**config.mk**
```make
export PLATFORM = sky130hd
export DESIGN_NAME = axi_arb_2m1s_flat
export DESIGN_NICKNAME = d
export VERILOG_FILES = /design/src/rtl/axi_arb_2m1s_if.sv /design/src/rtl/axi_arb_2m1s.sv /design/src/flat_wrapper.sv
export SDC_FILE = /design/constraint.sdc
export NUM_CORES = 1
export LEC_CHECK = 0
export ABC_CLOCK_PERIOD_IN_PS = 2600
export CORE_AREA = 3 3 324 326
export DETAILED_ROUTE_END_ITERATION = 10
export DIE_AREA = 0 0 327 329
export PLACE_DENSITY_LB_ADDON = 0.3
export SLEW_MARGIN = 20
export SYNTH_ARGS = -nofsm -noshare
export SYNTH_HDL_FRONTEND = slang
export SYNTH_SLANG_ARGS = --single-unit
```
**constraint.sdc**
```tcl
create_clock -name clk_i -period 2.6 [get_ports clk_i]
set_input_delay 0.39 -clock clk_i [delete_from_list [all_inputs] [get_ports clk_i]]
set_output_delay 0.39 -clock clk_i [all_outputs]
set_load 0.02 [all_outputs]
```
**src/rtl/axi_arb_2m1s_if.sv**
```systemverilog
// AXI-lite channel bundle (AW/W/B/AR/R) shared by the arbiter's two master-facing
// ports and its slave-facing port.
interface axi_arb_2m1s_if #(
  parameter int ADDR_WIDTH = 64,
  parameter int DATA_WIDTH = 64
);
  logic [ADDR_WIDTH-1:0]   aw_addr;
  logic                    aw_valid;
  logic                    aw_ready;
  logic [DATA_WIDTH-1:0]   w_data;
  logic [DATA_WIDTH/8-1:0] w_strb;
  logic                    w_valid;
  logic                    w_ready;
  logic                    b_valid;
  logic                    b_ready;
  logic [ADDR_WIDTH-1:0]   ar_addr;
  logic                    ar_valid;
  logic                    ar_ready;
  logic [DATA_WIDTH-1:0]   r_data;
  logic                    r_valid;
  logic                    r_ready;

  // Initiator side: drives requests, receives responses.
  modport master (
    output aw_addr, aw_valid, w_data, w_strb, w_valid, b_ready,
    output ar_addr, ar_valid, r_ready,
    input  aw_ready, w_ready, b_valid, ar_ready, r_data, r_valid
  );

  // Target side: receives requests, drives responses.
  modport slave (
    input  aw_addr, aw_valid, w_data, w_strb, w_valid, b_ready,
    input  ar_addr, ar_valid, r_ready,
    output aw_ready, w_ready, b_valid, ar_ready, r_data, r_valid
  );
endinterface

```
**src/rtl/axi_arb_2m1s.sv**
```systemverilog
// Two-master (IFU read-only on m0, LSU read/write on m1), one-slave AXI-lite arbiter,
// one transaction in flight. Define AXI_ARB_RR_EN for round-robin between masters.
module axi_arb_2m1s #(
  parameter int ADDR_WIDTH = 64,
  parameter int DATA_WIDTH = 64
) (
  input  logic            clk_i,
  input  logic            resetn_i,
  axi_arb_2m1s_if.slave   m0_if,
  axi_arb_2m1s_if.slave   m1_if,
  axi_arb_2m1s_if.master  s_if
);

  typedef enum logic [1:0] {
    IDLE = 2'd0,
    RD0  = 2'd1,
    RD1  = 2'd2,
    WR1  = 2'd3
  } state_e;

  state_e state_q, state_d;

  logic wreq;
  logic r1;
  logic r0;

  logic [ADDR_WIDTH-1:0] rd_addr;
  logic [DATA_WIDTH-1:0] rd_data;

  // The IFU never writes; its write channel is left unconnected internally.
  logic unused_ok;
  assign unused_ok = ^{m0_if.aw_addr, m0_if.aw_valid, m0_if.w_data,
                       m0_if.w_strb, m0_if.w_valid, m0_if.b_ready};

  assign wreq    = m1_if.aw_valid && m1_if.w_valid;
  assign r1      = m1_if.ar_valid;
  assign r0      = m0_if.ar_valid;
  assign rd_data = s_if.r_data;

  assign m0_if.aw_ready = 1'b0;
  assign m0_if.w_ready  = 1'b0;
  assign m0_if.b_valid  = 1'b0;

`ifdef AXI_ARB_RR_EN
  // 1: M1 was the last master served, 0: M0.
  logic last_q, last_d;

  always_ff @(posedge clk_i) begin
    if (!resetn_i) begin
      last_q <= 1'b0;
    end else begin
      last_q <= last_d;
    end
  end
`endif

  always_ff @(posedge clk_i) begin
    if (!resetn_i) begin
      state_q <= IDLE;
    end else begin
      state_q <= state_d;
    end
  end

  always_comb begin
    state_d = state_q;
`ifdef AXI_ARB_RR_EN
    last_d  = last_q;
`endif
    case (state_q)
      IDLE: begin
`ifdef AXI_ARB_RR_EN
        // M1 yields only when M0 is also waiting and M1 had the last turn.
        if ((wreq || r1) && !(r0 && last_q)) begin
          state_d = wreq ? WR1 : RD1;
        end else if (r0) begin
          state_d = RD0;
        end
`else
        if (wreq) begin
          state_d = WR1;
        end else if (r1) begin
          state_d = RD1;
        end else if (r0) begin
          state_d = RD0;
        end
`endif
      end
      RD0: begin
        if (s_if.r_valid && m0_if.r_ready) begin
          state_d = IDLE;
`ifdef AXI_ARB_RR_EN
          last_d  = 1'b0;
`endif
        end
      end
      RD1: begin
        if (s_if.r_valid && m1_if.r_ready) begin
          state_d = IDLE;
`ifdef AXI_ARB_RR_EN
          last_d  = 1'b1;
`endif
        end
      end
      WR1: begin
        if (s_if.b_valid && m1_if.b_ready) begin
          state_d = IDLE;
`ifdef AXI_ARB_RR_EN
          last_d  = 1'b1;
`endif
        end
      end
      default: state_d = IDLE;
    endcase
  end

  // Channel routing: everything not belonging to the current owner is held at zero.
  always_comb begin
    s_if.aw_addr   = '0;
    s_if.aw_valid  = 1'b0;
    s_if.w_data    = '0;
    s_if.w_strb    = '0;
    s_if.w_valid   = 1'b0;
    s_if.b_ready   = 1'b0;
    s_if.ar_valid  = 1'b0;
    s_if.r_ready   = 1'b0;
    rd_addr        = '0;
    m0_if.ar_ready = 1'b0;
    m0_if.r_valid  = 1'b0;
    m0_if.r_data   = '0;
    m1_if.aw_ready = 1'b0;
    m1_if.w_ready  = 1'b0;
    m1_if.b_valid  = 1'b0;
    m1_if.ar_ready = 1'b0;
    m1_if.r_valid  = 1'b0;
    m1_if.r_data   = '0;
    case (state_q)
      RD0: begin
        rd_addr        = m0_if.ar_addr;
        s_if.ar_valid  = m0_if.ar_valid;
        s_if.r_ready   = m0_if.r_ready;
        m0_if.ar_ready = s_if.ar_ready;
        m0_if.r_valid  = s_if.r_valid;
        m0_if.r_data   = rd_data;
      end
      RD1: begin
        rd_addr        = m1_if.ar_addr;
        s_if.ar_valid  = m1_if.ar_valid;
        s_if.r_ready   = m1_if.r_ready;
        m1_if.ar_ready = s_if.ar_ready;
        m1_if.r_valid  = s_if.r_valid;
        m1_if.r_data   = rd_data;
      end
      WR1: begin
        s_if.aw_addr   = m1_if.aw_addr;
        s_if.aw_valid  = m1_if.aw_valid;
        s_if.w_data    = m1_if.w_data;
        s_if.w_strb    = m1_if.w_strb;
        s_if.w_valid   = m1_if.w_valid;
        s_if.b_ready   = m1_if.b_ready;
        m1_if.aw_ready = s_if.aw_ready;
        m1_if.w_ready  = s_if.w_ready;
        m1_if.b_valid  = s_if.b_valid;
      end
      default: ;
    endcase
    s_if.ar_addr = rd_addr;
  end

endmodule

```
**src/flat_wrapper.sv**
```systemverilog
// flat-port wrapper written by rule: the top's interface ports become plain ports
module axi_arb_2m1s_flat 
#(
  parameter int ADDR_WIDTH = 64,
  parameter int DATA_WIDTH = 64
)
  (clk_i, resetn_i, m0_if_aw_addr, m0_if_aw_valid, m0_if_w_data, m0_if_w_strb, m0_if_w_valid, m0_if_b_ready, m0_if_ar_addr, m0_if_ar_valid, m0_if_r_ready, m0_if_aw_ready, m0_if_w_ready, m0_if_b_valid, m0_if_ar_ready, m0_if_r_data, m0_if_r_valid, m1_if_aw_addr, m1_if_aw_valid, m1_if_w_data, m1_if_w_strb, m1_if_w_valid, m1_if_b_ready, m1_if_ar_addr, m1_if_ar_valid, m1_if_r_ready, m1_if_aw_ready, m1_if_w_ready, m1_if_b_valid, m1_if_ar_ready, m1_if_r_data, m1_if_r_valid, s_if_aw_addr, s_if_aw_valid, s_if_w_data, s_if_w_strb, s_if_w_valid, s_if_b_ready, s_if_ar_addr, s_if_ar_valid, s_if_r_ready, s_if_aw_ready, s_if_w_ready, s_if_b_valid, s_if_ar_ready, s_if_r_data, s_if_r_valid);
  axi_arb_2m1s_if #(.ADDR_WIDTH(ADDR_WIDTH), .DATA_WIDTH(DATA_WIDTH)) m0_if_i ();
  axi_arb_2m1s_if #(.ADDR_WIDTH(ADDR_WIDTH), .DATA_WIDTH(DATA_WIDTH)) m1_if_i ();
  axi_arb_2m1s_if #(.ADDR_WIDTH(ADDR_WIDTH), .DATA_WIDTH(DATA_WIDTH)) s_if_i ();
  input  logic clk_i;
  input  logic resetn_i;
  input wire logic [$bits(m0_if_i.aw_addr)-1:0] m0_if_aw_addr;
  input wire logic [$bits(m0_if_i.aw_valid)-1:0] m0_if_aw_valid;
  input wire logic [$bits(m0_if_i.w_data)-1:0] m0_if_w_data;
  input wire logic [$bits(m0_if_i.w_strb)-1:0] m0_if_w_strb;
  input wire logic [$bits(m0_if_i.w_valid)-1:0] m0_if_w_valid;
  input wire logic [$bits(m0_if_i.b_ready)-1:0] m0_if_b_ready;
  input wire logic [$bits(m0_if_i.ar_addr)-1:0] m0_if_ar_addr;
  input wire logic [$bits(m0_if_i.ar_valid)-1:0] m0_if_ar_valid;
  input wire logic [$bits(m0_if_i.r_ready)-1:0] m0_if_r_ready;
  output wire logic [$bits(m0_if_i.aw_ready)-1:0] m0_if_aw_ready;
  output wire logic [$bits(m0_if_i.w_ready)-1:0] m0_if_w_ready;
  output wire logic [$bits(m0_if_i.b_valid)-1:0] m0_if_b_valid;
  output wire logic [$bits(m0_if_i.ar_ready)-1:0] m0_if_ar_ready;
  output wire logic [$bits(m0_if_i.r_data)-1:0] m0_if_r_data;
  output wire logic [$bits(m0_if_i.r_valid)-1:0] m0_if_r_valid;
  input wire logic [$bits(m1_if_i.aw_addr)-1:0] m1_if_aw_addr;
  input wire logic [$bits(m1_if_i.aw_valid)-1:0] m1_if_aw_valid;
  input wire logic [$bits(m1_if_i.w_data)-1:0] m1_if_w_data;
  input wire logic [$bits(m1_if_i.w_strb)-1:0] m1_if_w_strb;
  input wire logic [$bits(m1_if_i.w_valid)-1:0] m1_if_w_valid;
  input wire logic [$bits(m1_if_i.b_ready)-1:0] m1_if_b_ready;
  input wire logic [$bits(m1_if_i.ar_addr)-1:0] m1_if_ar_addr;
  input wire logic [$bits(m1_if_i.ar_valid)-1:0] m1_if_ar_valid;
  input wire logic [$bits(m1_if_i.r_ready)-1:0] m1_if_r_ready;
  output wire logic [$bits(m1_if_i.aw_ready)-1:0] m1_if_aw_ready;
  output wire logic [$bits(m1_if_i.w_ready)-1:0] m1_if_w_ready;
  output wire logic [$bits(m1_if_i.b_valid)-1:0] m1_if_b_valid;
  output wire logic [$bits(m1_if_i.ar_ready)-1:0] m1_if_ar_ready;
  output wire logic [$bits(m1_if_i.r_data)-1:0] m1_if_r_data;
  output wire logic [$bits(m1_if_i.r_valid)-1:0] m1_if_r_valid;
  output wire logic [$bits(s_if_i.aw_addr)-1:0] s_if_aw_addr;
  output wire logic [$bits(s_if_i.aw_valid)-1:0] s_if_aw_valid;
  output wire logic [$bits(s_if_i.w_data)-1:0] s_if_w_data;
  output wire logic [$bits(s_if_i.w_strb)-1:0] s_if_w_strb;
  output wire logic [$bits(s_if_i.w_valid)-1:0] s_if_w_valid;
  output wire logic [$bits(s_if_i.b_ready)-1:0] s_if_b_ready;
  output wire logic [$bits(s_if_i.ar_addr)-1:0] s_if_ar_addr;
  output wire logic [$bits(s_if_i.ar_valid)-1:0] s_if_ar_valid;
  output wire logic [$bits(s_if_i.r_ready)-1:0] s_if_r_ready;
  input wire logic [$bits(s_if_i.aw_ready)-1:0] s_if_aw_ready;
  input wire logic [$bits(s_if_i.w_ready)-1:0] s_if_w_ready;
  input wire logic [$bits(s_if_i.b_valid)-1:0] s_if_b_valid;
  input wire logic [$bits(s_if_i.ar_ready)-1:0] s_if_ar_ready;
  input wire logic [$bits(s_if_i.r_data)-1:0] s_if_r_data;
  input wire logic [$bits(s_if_i.r_valid)-1:0] s_if_r_valid;
  assign m0_if_i.aw_addr = m0_if_aw_addr;
  assign m0_if_i.aw_valid = m0_if_aw_valid;
  assign m0_if_i.w_data = m0_if_w_data;
  assign m0_if_i.w_strb = m0_if_w_strb;
  assign m0_if_i.w_valid = m0_if_w_valid;
  assign m0_if_i.b_ready = m0_if_b_ready;
  assign m0_if_i.ar_addr = m0_if_ar_addr;
  assign m0_if_i.ar_valid = m0_if_ar_valid;
  assign m0_if_i.r_ready = m0_if_r_ready;
  assign m0_if_aw_ready = m0_if_i.aw_ready;
  assign m0_if_w_ready = m0_if_i.w_ready;
  assign m0_if_b_valid = m0_if_i.b_valid;
  assign m0_if_ar_ready = m0_if_i.ar_ready;
  assign m0_if_r_data = m0_if_i.r_data;
  assign m0_if_r_valid = m0_if_i.r_valid;
  assign m1_if_i.aw_addr = m1_if_aw_addr;
  assign m1_if_i.aw_valid = m1_if_aw_valid;
  assign m1_if_i.w_data = m1_if_w_data;
  assign m1_if_i.w_strb = m1_if_w_strb;
  assign m1_if_i.w_valid = m1_if_w_valid;
  assign m1_if_i.b_ready = m1_if_b_ready;
  assign m1_if_i.ar_addr = m1_if_ar_addr;
  assign m1_if_i.ar_valid = m1_if_ar_valid;
  assign m1_if_i.r_ready = m1_if_r_ready;
  assign m1_if_aw_ready = m1_if_i.aw_ready;
  assign m1_if_w_ready = m1_if_i.w_ready;
  assign m1_if_b_valid = m1_if_i.b_valid;
  assign m1_if_ar_ready = m1_if_i.ar_ready;
  assign m1_if_r_data = m1_if_i.r_data;
  assign m1_if_r_valid = m1_if_i.r_valid;
  assign s_if_aw_addr = s_if_i.aw_addr;
  assign s_if_aw_valid = s_if_i.aw_valid;
  assign s_if_w_data = s_if_i.w_data;
  assign s_if_w_strb = s_if_i.w_strb;
  assign s_if_w_valid = s_if_i.w_valid;
  assign s_if_b_ready = s_if_i.b_ready;
  assign s_if_ar_addr = s_if_i.ar_addr;
  assign s_if_ar_valid = s_if_i.ar_valid;
  assign s_if_r_ready = s_if_i.r_ready;
  assign s_if_i.aw_ready = s_if_aw_ready;
  assign s_if_i.w_ready = s_if_w_ready;
  assign s_if_i.b_valid = s_if_b_valid;
  assign s_if_i.ar_ready = s_if_ar_ready;
  assign s_if_i.r_data = s_if_r_data;
  assign s_if_i.r_valid = s_if_r_valid;
  axi_arb_2m1s #(.ADDR_WIDTH(ADDR_WIDTH), .DATA_WIDTH(DATA_WIDTH)) u_core (.clk_i(clk_i), .resetn_i(resetn_i), .m0_if(m0_if_i), .m1_if(m1_if_i), .s_if(s_if_i));
endmodule
```
* Word level (Yosys, flattened, before mapping)
Cells that the tools add are included.
** Cells by class
- Add/subtract/negate cells :: 0
- Multipliers :: 0
- Divide/modulo/power cells :: 0
- $lt $le $gt $ge :: 0
- Equality and inequality tests :: 7
- Shift-type cells :: 0
- Multiplexer cells :: 25
- Bitwise gates (word level) :: 0
- Reductions and logical operators :: 6
** Operator list (number)
- 2-to-1 mux 64 bit :: 4
- case mux 64 bit (2 select lines) :: 1
- 2-to-1 mux 2 bit :: 6
- 2-to-1 mux 1 bit :: 10
- 2-to-1 mux 8 bit :: 1
- case mux 2 bit (4 select lines) :: 1
- != test 2 x 1 -> 1 bit, second input constant :: 3
- equality test 2 bit, second input constant :: 2
- logical AND 1 bit :: 4
- != test 4 x 3 -> 1 bit, second input constant :: 1
- case mux 1 bit (2 select lines) :: 2
- AND reduction 4 bit :: 1
- equality test 2 x 1 -> 1 bit, second input constant :: 1
- zero test 2 bit :: 1
** Word-level totals
- Register bits after elaboration :: 2
- Latch bits :: 0
- Memory bits (writable) :: 0
- ROM bits :: 0
- Input port bits :: 481
- Memories kept :: 0

* Logic depth before layout (Yosys ltp)
Gate-level depths: netlist (run 1).
- Word-level depth :: 4
- Gate-level depth with buffers :: 7
- Mapped depth without buffers :: 6

* Worst setup path after synthesis (run 1)
No wires, ideal clock.
- Path kind :: register -> output
- Start :: register u_core.state_q[0]
- End :: output s_if_ar_addr[10]
- Arrival time :: 1453 ps
- Data required time :: 2210 ps
- Path slack :: 757 ps
- Stages on the path, launching flop included :: 6
- Path through :: dfxtp_1 inv_1 ha_1 clkbuf_2 clkbuf_1 nor2b_1
** Between the ends
- Word-level cells in the longest chain between the ends :: 2
** Ends and longest elaborated chain
- start: declaration :: RTL line axi_arb_2m1s.sv:21 : state_e state_q, state_d;
- start signal: assignment :: RTL line axi_arb_2m1s.sv:61 : state_q <= state_d;
- equality test 2 bit / equality test 2 x 1 -> 1 bit (equally long branches) :: RTL line axi_arb_2m1s.sv:137 : case (state_q)
- case mux 64 bit (2 select lines) * :: RTL line axi_arb_2m1s.sv:137
- end: declaration :: RTL line flat_wrapper.sv:49 : output wire logic [$bits(s_if_i.ar_addr)-1:0] s_if_ar_addr;
Mark *: on every way between the ends. The rest lies on a longest branch, timed or not.

* Final worst setup path (run 1)
- Start :: register u_core.state_q[0]
- End :: output s_if_ar_addr[49]
Same word-level chain as after synthesis.

==> results of run 1 <==
routing by layer:
metal | vias to the layer above | part of all wire, % | wire length (µm) | GRT usage, %
met5 | - | 0.63 | 414 | 0
met4 | 64 | 1.0 | 665 | 0.997
met3 | 129 | 11 | 7320 | 5.40
met2 | 535 | 47 | 30900 | 19.9
met1 | 3032 | 40 | 25900 | 13.2
li1 | 2907 | - | - | -
worst max path at each step:
stage,from,to,depth (start not counted)
after CTS,u_core.state_q[0],s_if_ar_addr[20],5
after global placement,u_core.state_q[0],s_if_ar_addr[23],6
after detailed placement,u_core.state_q[0],s_if_ar_addr[23],6
after floorplan,u_core.state_q[0],s_if_ar_addr[10],5
after global routing,u_core.state_q[0],s_if_ar_addr[49],8
final,u_core.state_q[0],s_if_ar_addr[49],8
synth_stat cells, drive strengths merged, types with 2 or more instances:
cell	count
and2	274
a22oi	67
nor2b	67
clkbuf	29
buf	26
nand2	7
ha	5
a21oi	2
dfxtp	2
inv	2
o22ai	2
cells by family (layout without fill, tap and decap cells):
logic type	count (synthesis)	after routing
buffers and inverters	57	722
adders and majority gates	5	5
and+or+nand+nor	351	351
AOI/OAI and AO/OA	71	71
other	1	14
DFF	2	2
through the flow:
stage | total power, mW | util [%] | hold WS [ns] | instances
4_1_cts | 8.60 | 12.8 | 0.545 | 2522
2_1_floorplan | 3.34 | - | 0.493 | 489
3_3_place_gp | 8.16 | 12.6 | 0.577 | 2514
6_report | 8.38 | 12.8 | 0.541 | 2533
3_5_place_dp | 8.19 | 12.6 | 0.594 | 2514
5_1_grt | 8.86 | 12.8 | 0.569 | 2523
critical path, delay by kind of cell (launching register included):
kind	cells	cell delay (ns)
AND/OR/NAND/NOR	1	0.07
AO/OA/AOI/OAI	1	0.28
flip-flops	1	0.40
buffers and inverters	5	0.93
adder cells (fa/ha/maj)	1	0.19
power groups by stage:
stage | clock, mW | combinational, mW | sequential (mW)
global placement | 0 | 8.09 | 0.0752
finish | 0.240 | 8.05 | 0.0839
CTS | 0.241 | 8.27 | 0.0839
global route | 0.245 | 8.53 | 0.0864
floorplan | 0 | 3.28 | 0.0593
detailed placement | 0 | 8.11 | 0.0797
layout make-up:
| type | instances | share of cell area, % |
|---|---|---|
| Multi-Input combinational cell | 430 | 22.0 |
| Sequential cell | 2 | 0.325 |
| Clock buffer | 3 | 0.574 |
| Tap cell | 1368 | 13.1 |
| Inverter | 2 | 0.0574 |
| Antenna cell | 11 | 0.211 |
| Timing Repair Buffer | 717 | 63.7 |
timing repair:
item	CTS	global route
hold buffers	0	0
pin swaps	1	0
resized for setup	28	10
gates cloned	1	0
buffers inserted	4	0
endpoints found under the hold margin	0	0
endpoints found under the setup margin	111	15
==> results.py, run 1 <==
metrics = {
    "pwr": {
        "ir_drop_v": 0.000500,
        "pwr-share-clk_pct": 2.9,
        "combPwrFrac_pct": 96.1,
        "seqPwrFrac_pct": 1.0,
        "p_leak_nw": 4.65,
        "switching_power_mw": 4.15,
        "p_int_mw": 4.22,
        "swShare_pct": 49.6,
        "powerDensity_nw_per_um2": 641,
    },
    "layout": {
        "drive_gt1_share_pct": 16.6,
        "fin_area_um2": 13100,
        "seqCellArea_um2": 42.5,
        "n_fill_cell": 11800,
        "nets": 1642,
        "mostFrequentLayoutCells": "clkdlybuf4s50_1, and2_1, buf_12, nor2b_1, a22oi_1",
        "largest_register_ffs": 2,
        "syn2layout_area_growth_pct": 319,
        "final_common_cell": "clkdlybuf4s50_1",
        "top_register": "u_core.state_q",
        "reg_top3": "u_core.state_q x2",
        "multi_input_area_um2": 2880,
    },
    "timing": {
        "min_period_over_period_pct": 97.3,
        "finClkSkew_ns": 0.00192,
        "hold_viol": 0,
        "max_freq_ghz": 0.395,
        "timing.setup.tns_ns": 0,
        "rsz0062_at_grt": "false",
        "fin_crit_ns": 2.53,
        "final-setup-viol-count": 0,
        "setup_slack_ns": 0.0698,
        "finalMaxSlewViolations": 0,
    },
    "worst_setup_path": {
        "r2r_end": "u_core.state_q[0]",
        "cp-start-kind": "flop",
        "required_ns": 2.21,
        "ff2ff_path_depth": 7,
        "cp_cell_sequence": "inv_1 > ha_4 > buf_12 > bufbuf_16 > a22oi_1 > buf_4 > nor2b_1 > buf_12",
        "slowest_delay_ns": 0.40,
        "cp_slowest_cell": "dfxtp_2",
        "reg2reg_slack_ns": 0.85,
        "crit_type": "flop to output port",
        "end_kind": "output port",
        "reg2reg_from": "u_core.state_q[0]",
        "crit_top_cell": "buf_12",
        "critical_path.max_fanout": 25,
        "arrival_ns": 2.14,
    },
    "worst_hold_path": {
        "min_path_type": "flop to flop",
        "hold_depth": 2,
        "hold_start": "u_core.state_q[1]",
        "holdPathEnd": "u_core.state_q[1]",
    },
    "job": {
        "cap_violations": 0,
    },
    "global_route": {
        "grt_pass1_vias": 6982,
        "grt_pass1_wl_um": 79900,
        "antenna_found_initial": 75,
        "grt_overflow": 0,
        "gr-usage-all-layers_pct": 11.5,
        "grt_start_max_net_pins": 53,
    },
    "synth": {
        "ys_seq_elements": 2,
        "ys_types": 19,
        "ys_async_sr_fraction_pct": 0,
        "yosysWarnings": 0,
        "synth_top_family_by_area": "simple AND/OR/NAND/NOR gates",
        "yosys.area_share.adder_pct": 2.01,
        "synth_area_um2": 3120,
        "synth-simple-area-share_pct": 70.0,
        "synth_area_leader_cell": "and2_1",
        "synth_xor_xnor_area_share_pct": 0,
        "yosys-top-cells-area": "and2_1, a22oi_1, nor2b_1, clkbuf_1, buf_2",
        "synth-compound-area-share_pct": 17.7,
        "synth_mux_area_share_pct": 0,
        "avgSynthCellArea_um2": 6.40,
        "synth_top_area_share_pct": 55.0,
        "synthFlopType": "dfxtp_1",
        "postSynthCellCount": 487,
        "yosysSeqAreaShare_pct": 1.28,
        "synth_edf_count": 0,
    },
    "detailed_routing": {
        "wl_per_cell_um": 25.7,
        "drtPass1Iterations": 4,
        "drt_iter0_markers": 203,
        "viasPerCell": 2.63,
        "drc": 0,
        "wirelength_um": 65200,
        "vias": 6667,
        "drtAntennaViolNets": 0,
    },
    "floorplanning": {
        "core_um2": 102000,
        "fp.dieW_um": 327,
        "die_area_um2": 108000,
        "initial_core_util_pct": 3.06,
        "rows": 117,
        "die_h_um": 329,
        "io_pins": 824,
    },
    "clock_tree": {
        "cts_made_buffers": 3,
        "clock-root-buffer": "clkbuf_16",
        "cts.clk_slew.worst_paths_ns": 0.03,
        "numClockSinks": 2,
        "clockBufferDepth": 2,
        "htree_num_levels": 1,
        "insertion_delay_ns": 0.23,
        "cts_tree": "yes",
    },
    "placed_design": {
        "gp_congestion": 0.808,
        "placed_area_um2": 12900,
        "hpwl_um": 60700,
        "pre_cts_slack_ns": 0.0703,
        "io_buffers": 681,
    },
    "outcome": {
        "status": "completed",
    },
}
(Power assumes the default switching activity.)
==> inputs of run 2 (changes only) <==
--- a/config.mk
+++ b/config.mk
@@ -10,6 +10,7 @@
 export DETAILED_ROUTE_END_ITERATION = 10
 export DIE_AREA = 0 0 327 329
 export PLACE_DENSITY_LB_ADDON = 0.3
+export SETUP_SLACK_MARGIN = 0.05
 export SLEW_MARGIN = 20
 export SYNTH_ARGS = -nofsm -noshare
 export SYNTH_HDL_FRONTEND = slang
==> run 2 against run 1 <==
Against the previous run:
- critical path depth decreased by 3
- sequential power increased by 3.9%
- core utilization about the same
- critical endpoint is now m0_if_r_data[8]
==> results.py, run 2 (same netlist as run 1, synthesis figures left out) <==
metrics = {
    "outcome": {
        "status": "completed",
    },
    "clock_tree": {
        "insertion_delay_ns": 0.23,
        "cts.clk_slew.worst_paths_ns": 0.03,
        "cts_tree": "yes",
        "clock-root-buffer": "clkbuf_16",
        "numClockSinks": 2,
        "htree_num_levels": 1,
        "cts_made_buffers": 3,
        "clockBufferDepth": 2,
    },
    "detailed_routing": {
        "vias": 6639,
        "drtAntennaViolNets": 0,
        "drtPass1Iterations": 4,
        "drt_iter0_markers": 219,
        "met3_length_um": 7520,
        "maxUsedRoutingLayer": "met5",
        "wl_per_cell_um": 25.7,
        "wl_met1_um": 25700,
        "routed-wl-met2_um": 30900,
        "drc": 0,
        "wirelength_um": 65200,
        "viasPerCell": 2.62,
    },
    "timing": {
        "max_freq_ghz": 0.402,
        "fin_crit_ns": 2.49,
        "setup_slack_ns": 0.114,
        "timing.setup.tns_ns": 0,
        "hold_viol": 0,
        "min_period_over_period_pct": 95.6,
        "final-setup-viol-count": 0,
        "rsz0062_at_grt": "true",
        "finClkSkew_ns": 0.00263,
        "finalMaxSlewViolations": 0,
    },
    "layout": {
        "multi_input_area_um2": 2890,
        "seqCellArea_um2": 45.0,
        "fin_cells": 2534,
        "mostFrequentLayoutCells": "clkdlybuf4s50_1, and2_1, buf_12, nor2b_1, a22oi_1",
        "drive_gt1_share_pct": 16.7,
        "final_common_cell": "clkdlybuf4s50_1",
        "postLayoutCoreUtil_pct": 12.8,
        "largest_register_ffs": 2,
        "top_register": "u_core.state_q",
        "n_fill_cell": 11800,
        "syn2layout_area_growth_pct": 319,
        "reg_top3": "u_core.state_q x2",
        "nets": 1642,
    },
    "worst_hold_path": {
        "min_path_type": "flop to flop",
        "holdPathEnd": "u_core.state_q[1]",
        "hold_depth": 2,
        "hold_start": "u_core.state_q[1]",
    },
    "worst_setup_path": {
        "required_ns": 2.21,
        "end_kind": "output port",
        "reg2reg_from": "u_core.state_q[0]",
        "cp_cell_sequence": "inv_1 > ha_4 > buf_12 > and2_1 > clkdlybuf4s50_1",
        "critPathTopFamily": "buffers and inverters",
        "arrival_ns": 2.10,
        "ff2ff_path_depth": 6,
        "cp-start-kind": "flop",
        "r2r_end": "u_core.state_q[0]",
        "reg2reg_slack_ns": 0.87,
        "crit_type": "flop to output port",
        "cp_slowest_cell": "clkdlybuf4s50_1",
        "critical_path.max_fanout": 52,
        "path_buf_inv": 3,
        "slowest_delay_ns": 0.62,
    },
    "global_route": {
        "grt_start_max_net_pins": 53,
        "grt_pass1_wl_um": 79900,
        "antenna_found_initial": 75,
        "gr-usage-all-layers_pct": 11.5,
        "grt_overflow": 0,
        "grt_pass1_vias": 6989,
    },
    "placed_design": {
        "io_buffers": 681,
        "dp_cells": 2514,
        "pre_cts_slack_ns": 0.0703,
        "hpwl_um": 60700,
        "gp_congestion": 0.808,
    },
    "floorplanning": {
        "io_pins": 824,
        "core_um2": 102000,
        "die_area_um2": 108000,
        "die_h_um": 329,
        "fp.dieW_um": 327,
        "initial_core_util_pct": 3.06,
        "rows": 117,
    },
    "pwr": {
        "powerDensity_nw_per_um2": 642,
        "p_leak_nw": 4.60,
        "power_mw": 8.39,
        "ir_drop_v": 0.000497,
    },
    "job": {
        "cap_violations": 0,
    },
}
## run 2: cell types whose count changed in the layout (fill, tap and decap cells not counted)
cell             change
dlygate4sd2_1        +7
dlymetal6s2s_1       -5
clkdlybuf4s50_1      -2
buf_6                -1
buf_8                +1
dfxtp_2              -1
dfxtp_4              +1
diode_2              +1
inv_1                -1
inv_2                +1
nor2b_1              -1
nor2b_4              +1
## run 2: timing repair
action | CTS | global route
hold buffers | 0 | 0
gates resized for setup | 39 | 6
endpoints found under the setup margin | 115 | 29
setup buffers | 4 | 0
gates cloned | 1 | 0
pin swaps | 0 | 1
## run 2: final cells by class
cell class	instances	share of cell area [%]
Tap cell	1368	13.1
Clock buffer	3	0.575
Antenna cell	12	0.230
Timing Repair Buffer	717	63.6
Sequential cell	2	0.345
Inverter	2	0.0575
Multi-Input combinational cell	430	22.1
## run 2: worst min-delay path: cells and delay by family (launching register included)
family	cells	cell delay [ns]
AOI/OAI and AO/OA	1	0.06
DFF	1	0.35
and+or+nand+nor	1	0.08
## run 2: how the worst max path moves through the flow
stage	start	end	slack [ns]	cells past startpoint
finish	u_core.state_q[1]	m0_if_r_data[8]	0.11	5
global route	u_core.state_q[1]	m0_if_r_data[61]	0.03	5
CTS	u_core.state_q[0]	s_if_ar_addr[49]	0.05	8
detailed placement	u_core.state_q[0]	s_if_ar_addr[23]	0.07	6
global placement	u_core.state_q[0]	s_if_ar_addr[23]	0.12	6
floorplan	u_core.state_q[0]	s_if_ar_addr[10]	0.76	5
## run 2: power by group
| part | total (mW) | switching, mW | internal, mW |
|---|---|---|---|
| Clock | 0.241 | 0.0442 | 0.196 |
| Combinational | 8.06 | 4.08 | 3.98 |
| Sequential | 0.0872 | 0.0340 | 0.0532 |
| Total | 8.39 | 4.16 | 4.23 |
## run 2: routing by layer
| metal | up-vias | track usage, % |
|---|---|---|
| met5 | - | 0 |
| met4 | 64 | 0.997 |
| met3 | 125 | 5.40 |
| met2 | 517 | 19.9 |
| met1 | 3027 | 13.2 |
| li1 | 2906 | - |
## run 2: metrics by stage
stage	instance area [µm²]	hold slack [ns]
CTS	13000	0.542
floorplan	3130	0.493
global placement	12900	0.577
detailed placement	12900	0.594
finish	13100	0.539
global route	13000	0.566
